==> src/rtl/iob_eth_mem_arbiter.sv <==
// -----------------------------------------------------------------------------
// iob_eth_mem_arbiter
//
// Shares one IOb memory port between two IOb requesters:
//   port 0 : ethmac DMA (wishbone2iob output)
//   port 1 : CPU / system master
// Round-robin arbitration with one outstanding transaction. The winner's
// request fields are captured at grant and the memory port is driven from
// registers, so a requester may change or drop its request while the
// transaction is in flight. A watchdog aborts transactions the memory never
// acknowledges and reports them with r*_err.
//
// Parameters
//   ADDR_W     address width, requesters and memory port
//   DATA_W     data width; strobe width is DATA_W/8
//   TIMEOUT_W  watchdog counter width; 0 removes the watchdog
//
// Ports
//   clk                 system clock
//   rst_n_i             synchronous reset, active low
//   rN_valid            requester N request valid, fields stable until rN_ready
//   rN_addr/wdata/wstrb requester N request fields (wstrb == 0 means read)
//   rN_rdata            requester N read data, valid with rN_ready, 0 otherwise
//   rN_ready            requester N completion pulse (one cycle)
//   rN_err              with rN_ready: transaction aborted by the watchdog
//   m_valid             memory request valid
//   m_addr/wdata/wstrb  memory request fields, held for the whole transaction
//   m_rdata             memory read data, valid with m_ready
//   m_ready             memory completion pulse
// -----------------------------------------------------------------------------
module iob_eth_mem_arbiter #(
    parameter int ADDR_W    = 32,
    parameter int DATA_W    = 32,
    parameter int TIMEOUT_W = 16
) (
    input  logic                clk,
    input  logic                rst_n_i,

    input  logic                r0_valid,
    input  logic [ADDR_W-1:0]   r0_addr,
    input  logic [DATA_W-1:0]   r0_wdata,
    input  logic [DATA_W/8-1:0] r0_wstrb,
    output logic [DATA_W-1:0]   r0_rdata,
    output logic                r0_ready,
    output logic                r0_err,

    input  logic                r1_valid,
    input  logic [ADDR_W-1:0]   r1_addr,
    input  logic [DATA_W-1:0]   r1_wdata,
    input  logic [DATA_W/8-1:0] r1_wstrb,
    output logic [DATA_W-1:0]   r1_rdata,
    output logic                r1_ready,
    output logic                r1_err,

    output logic                m_valid,
    output logic [ADDR_W-1:0]   m_addr,
    output logic [DATA_W-1:0]   m_wdata,
    output logic [DATA_W/8-1:0] m_wstrb,
    input  logic [DATA_W-1:0]   m_rdata,
    input  logic                m_ready
);

    localparam int STRB_W = DATA_W / 8;
    // Keep the counter at least one bit wide so the declaration stays legal
    // when the watchdog is removed; it is never incremented in that case.
    localparam int WD_W   = (TIMEOUT_W > 0) ? TIMEOUT_W : 1;

    typedef enum logic {
        S_IDLE = 1'b0,
        S_BUSY = 1'b1
    } state_t;

    // -------------------------------------------------------------------------
    // Registers
    // -------------------------------------------------------------------------
    state_t              r_state;
    logic                r_gnt;        // port that owns the current transaction
    logic                r_last_gnt;   // port granted most recently
    logic [WD_W-1:0]     r_wd;         // cycles spent in BUSY without m_ready
    logic                r_m_valid;
    logic [ADDR_W-1:0]   r_m_addr;
    logic [DATA_W-1:0]   r_m_wdata;
    logic [STRB_W-1:0]   r_m_wstrb;

    // -------------------------------------------------------------------------
    // Combinational signals
    // -------------------------------------------------------------------------
    logic                w_any_req;
    logic                w_winner;
    logic [ADDR_W-1:0]   w_win_addr;
    logic [DATA_W-1:0]   w_win_wdata;
    logic [STRB_W-1:0]   w_win_wstrb;
    logic                w_busy;
    logic                w_wd_expired;
    logic                w_done_ok;
    logic                w_timeout;
    logic                w_done;

    // Winner selection. A lone requester always wins; on a tie the port that
    // was not granted last time goes first.
    always_comb begin
        // NOTE: every always_comb output gets a value on every path (here by
        // direct assignment); a path that leaves one unassigned infers a latch.
        w_any_req = r0_valid | r1_valid;
        if (r0_valid && r1_valid) begin
            w_winner = ~r_last_gnt;
        end else begin
            w_winner = r1_valid;
        end
        w_win_addr  = w_winner ? r1_addr  : r0_addr;
        w_win_wdata = w_winner ? r1_wdata : r0_wdata;
        w_win_wstrb = w_winner ? r1_wstrb : r0_wstrb;
    end

    // Watchdog expiry: all-ones count means the final allowed cycle has come.
    generate
        if (TIMEOUT_W > 0) begin : g_wd
            assign w_wd_expired = (r_wd == {WD_W{1'b1}});
        end else begin : g_no_wd
            assign w_wd_expired = 1'b0;
        end
    endgenerate

    // Completion detection. A real m_ready takes priority over a timeout that
    // lands in the same cycle; m_ready outside BUSY is ignored.
    always_comb begin
        w_busy    = (r_state == S_BUSY);
        w_done_ok = w_busy & m_ready;
        w_timeout = w_busy & ~m_ready & w_wd_expired;
        w_done    = w_done_ok | w_timeout;
    end

    // Requester responses are combinational so the completion reaches the
    // owner in the same cycle as m_ready. Non-owners see all zeros.
    assign r0_ready = w_done    & ~r_gnt;
    assign r0_err   = w_timeout & ~r_gnt;
    assign r0_rdata = (w_done_ok && !r_gnt) ? m_rdata : '0;

    assign r1_ready = w_done    & r_gnt;
    assign r1_err   = w_timeout & r_gnt;
    assign r1_rdata = (w_done_ok && r_gnt) ? m_rdata : '0;

    assign m_valid  = r_m_valid;
    assign m_addr   = r_m_addr;
    assign m_wdata  = r_m_wdata;
    assign m_wstrb  = r_m_wstrb;

    // -------------------------------------------------------------------------
    // Arbitration FSM: IDLE -> BUSY -> IDLE, one bubble cycle in between.
    // -------------------------------------------------------------------------
    always_ff @(posedge clk) begin
        // NOTE: sequential state is written with non-blocking assignments so
        // every register samples the pre-edge values of all others.
        if (!rst_n_i) begin
            // NOTE: the request field registers are reset too because they
            // drive module outputs directly and must read zero after reset.
            r_state    <= S_IDLE;
            r_gnt      <= 1'b0;
            r_last_gnt <= 1'b1;
            r_wd       <= '0;
            r_m_valid  <= 1'b0;
            r_m_addr   <= '0;
            r_m_wdata  <= '0;
            r_m_wstrb  <= '0;
        end else begin
            case (r_state)
                S_IDLE: begin
                    if (w_any_req) begin
                        r_m_valid  <= 1'b1;
                        r_m_addr   <= w_win_addr;
                        r_m_wdata  <= w_win_wdata;
                        r_m_wstrb  <= w_win_wstrb;
                        r_gnt      <= w_winner;
                        r_last_gnt <= w_winner;
                        r_wd       <= '0;
                        r_state    <= S_BUSY;
                    end
                end
                S_BUSY: begin
                    if (w_done) begin
                        r_m_valid <= 1'b0;
                        r_state   <= S_IDLE;
                    end else if (TIMEOUT_W > 0) begin
                        r_wd <= r_wd + WD_W'(1);
                    end
                end
                default: begin
                    r_state <= S_IDLE;
                end
            endcase
        end
    end

endmodule
==> config.mk <==
export PLATFORM = sky130hd
export DESIGN_NAME = iob_eth_mem_arbiter
export DESIGN_NICKNAME = d
export VERILOG_FILES = /design/src/rtl/iob_eth_mem_arbiter.sv
export SDC_FILE = /design/constraint.sdc
export NUM_CORES = 1
export LEC_CHECK = 0
export CAP_MARGIN = 20
export CORE_AREA = 2 2 121 123
export CTS_BUF_LIST = sky130_fd_sc_hd__clkbuf_4 sky130_fd_sc_hd__clkbuf_8
export CTS_CLUSTER_SIZE = 8
export DETAILED_ROUTE_END_ITERATION = 6
export DIE_AREA = 0 0 123 125
export HOLD_SLACK_MARGIN = 0.08
export PLACE_DENSITY_LB_ADDON = 0.05
export SETUP_SLACK_MARGIN = 0.3
export SLEW_MARGIN = 20
export SYNTH_ARGS = -nofsm -noshare
export SYNTH_HDL_FRONTEND = slang
export SYNTH_SLANG_ARGS = --single-unit
==> constraint.sdc <==
create_clock -name clk -period 2.6 [get_ports clk]
set_input_delay 0.65 -clock clk [delete_from_list [all_inputs] [get_ports clk]]
set_output_delay 0.65 -clock clk [all_outputs]
set_load 0.1 [all_outputs]
==> flow_metrics.tcl <==
set metrics [dict create \
    status "completed" \
    num_rows 44 \
    reg2reg_depth 8 \
    synth_top_area_share_pct 38.8 \
    hold_depth 2 \
    worstReg2RegEnd "r_wd[12]" \
    die_h_um 125 \
    worstPathArrival_ns 1.74 \
    crit_path_end "r0_ready" \
    cts-hold-fix-buffers 0 \
    slew_headroom_pct 70.6 \
    cpLargestDelayFamily "simple AND/OR/NAND/NOR gates" \
    coreArea_sq_mm 0.0142 \
    rsz0062_at_grt "yes" \
    routed_wl_um 17300 \
    crit_path_end_kind "output port" \
    cts_max_path_buffers 2 \
    synthesis.area_sq_mm 0.00454 \
    synth-async-reset-ratio_pct 0 \
    timing.hold.ws_ns 0.501 \
    timing.setup.tns_ns 0 \
    grt_max_degree 113 \
    cts_buffers 9 \
    avgSynthCellArea_sq_um 8.85 \
    finalSetupViolCount 0 \
    yosysUniqueCellTypes 45 \
    synthTopCellsByArea "dfxtp_1 (39%), mux2i_1 (15%), a211oi_1 (11%), and2_1 (8.8%), nor2_1 (6.0%)" \
    hpwl_um 13400 \
    yosysWarnings 0 \
    crit_type "flop to output port" \
    num_antenna_cells 0 \
    die_area_sq_mm 0.0154 \
    period_needed_ns 2.39 \
    viasPerCell 4.98 \
    power.density_mw_per_mm2 509 \
    gp_congestion 0.879 \
    cap_violations 0 \
    dr_total_vias 5060 \
    root_buffer "clkbuf_8" \
    cp_slowest_stage_delay_ns 0.40 \
    finClkSkew_ns 0.0168 \
    slowest_stage "dfxtp_2" \
    finalPower_mw 4.60 \
    cp.required_ns 1.95 \
    clk_pin_slew_worst_paths_ns 0.09 \
    crit_path_start "r_wd[12]" \
    antenna_found_initial 0 \
    synth_nets 687 \
    worst_pin_slew_ns 0.442 \
    hold_violations 0 \
    grt_pass1_vias 4858 \
    avgRoutedWirePerCell_um 17.0 \
    chipWidth_um 123 \
    h-tree-depth 3 \
    grt_usage_pct 22.4 \
    max_freq_mhz 419 \
    leakage_nw 3.63 \
    fin_crit_sh_pct 91.8 \
    synth_area_leader_cell "dfxtp_1" \
    grt_pass1_wl_um 27000 \
    synthToLayoutAreaGrowth_pct 98.9 \
    grt.overflow.total 0 \
    drcViolationCount 0 \
    cts.sinks 88 \
    drive_above_1_share_pct 34.9 \
    first_pass_iters 4 \
    final_max_slew_viol_count 0 \
    path_buf_inv 2 \
    final_nets 1001 \
    reg2reg_slack_ns 0.76 \
    synth-edff-count 0 \
    cp_cell_sequence "nand4_1, nor4_4, buf_6, o21ai_4, nor2_4, buf_12" \
    start_kind "flop" \
    portBuffers 309 \
    cp_num_cells 6 \
    drt_iter0_drc 228 \
    cts_tree "done" \
    synth-seq-cells 88 \
    path_max_fanout 6 \
    drtAntennaViolNets 0 \
    ys_seq_area_share_pct 38.8 \
    synthFlopType "dfxtp_1" \
    ios 310 \
    hp-class "flop to flop" \
    peakVddDrop_mv 0.302 \
    r2r_start "r_wd[12]" \
    clock_latency_ns 0.38 \
    syn_inst 513 \
    start_util_pct 32.0 \
]
## report_power, final
| part | leakage [nW] | switching, mW | internal (mW) |
|---|---|---|---|
| sequential | 0.738 | 0.0642 | 1.46 |
| combinational | 2.79 | 1.40 | 0.681 |
| clock | 0.100 | 0.501 | 0.496 |
## layout by cell type (no fill, tap or decap), types with 3 or more instances in the layout
master,n
clkdlybuf4s50_1,171
buf_4,97
buf_12,74
dfxtp_1,72
nor2_1,70
mux2i_1,69
a211oi_1,68
and2_2,40
and2_4,23
nand2_1,13
clkbuf_8,10
or3_1,9
dfxtp_4,8
dfxtp_2,8
nand4_1,7
nand3_1,7
a31oi_1,5
and3_1,4
o211ai_1,4
a21oi_1,4
nor4_1,4
o31ai_1,4
and3_4,3
nor2_4,3
o21ai_0,3
nor3_1,3
o221ai_1,3
## repair_timing
action                                  CTS  global route
gates resized for setup                  35            19
buffers inserted                         10             7
hold endpoints to repair                  0             0
pin swaps                                 5             4
endpoints found under the setup margin   68            21
gates cloned                              1             1
## layer usage
layer | share of wire [%] | global-route usage [%]
met1 | 36 | 24.5
met2 | 55 | 41.3
met3 | 7.7 | 6.16
met4 | 1.5 | 6.75
met5 | 0 | 0
## worst min-delay path, delay by kind of cell (launching register included)
kind               cells  cell delay, ns
DFF                    1            0.32
AOI/OAI and AO/OA      1            0.05
and+or+nand+nor        1            0.09
## state kept, by name, summed over array words and instances (netlist names)
register,flops
r_wd,16
m_wstrb,4
m_wdata,32
r_last_gnt,1
m_addr,32
r_state,1
m_valid,1
r_gnt,1
## logic make-up (layout without fill, tap and decap cells)
| kind of cell | count (synthesis) | in the layout | synth area share (%) |
|---|---|---|---|
| and+or+nand+nor | 199 | 199 | 23.2 |
| AOI/OAI and AO/OA | 108 | 108 | 18.1 |
| DFF | 88 | 88 | 38.8 |
| muxes | 69 | 69 | 15.2 |
| buffers and inverters | 48 | 367 | 4.38 |
| adders and majority gates | 1 | 1 | 0.275 |
## through the flow
step	setup WS (ns)	std cells	utilization, %	area (sq um)
6_report	0.214	1016	63.6	9030
5_1_grt	0.137	1016	63.6	9030
4_1_cts	0.0686	1008	62.8	8920
3_5_place_dp	0.0454	981	60.3	8560
3_3_place_gp	0.0338	981	60.3	8560
2_1_floorplan	0.192	513	-	4690
## cell usage after synthesis, drive strengths merged, types with 4 or more instances
cell	number
dfxtp	88
nand2	13
o211ai	4
nor4	5
mux2i	69
o21ai	6
buf	12
nand4	9
nand3	8
a211oi	68
nor2	73
and3	7
clkbuf	32
or3	9
a21oi	4
o31ai	4
and2	64
o221ai	4
a31oi	5
## worst min-delay path by stage
stage / start / end / slack, ns
3_5_place_dp: m_addr[20] / m_addr[20] / 0.49
5_1_grt: m_wdata[10] / m_wdata[10] / 0.52
2_1_floorplan: r_wd[10] / r_wd[10] / 0.46
6_report: m_addr[21] / m_addr[21] / 0.50
4_1_cts: m_addr[20] / m_addr[20] / 0.50
3_3_place_gp: r_wd[10] / r_wd[10] / 0.48
## final cells by class
cell class	instances	area [sq um]
clock buffers	12	153
clock inverters	4	53.8
flip-flops and latches	88	1800
well taps	184	230
fillers	1178	5170
multi-input cells	377	2780
repair buffers	347	4000
inverters	4	17.5
No activity file was read; power rests on OpenSTA's default activity.
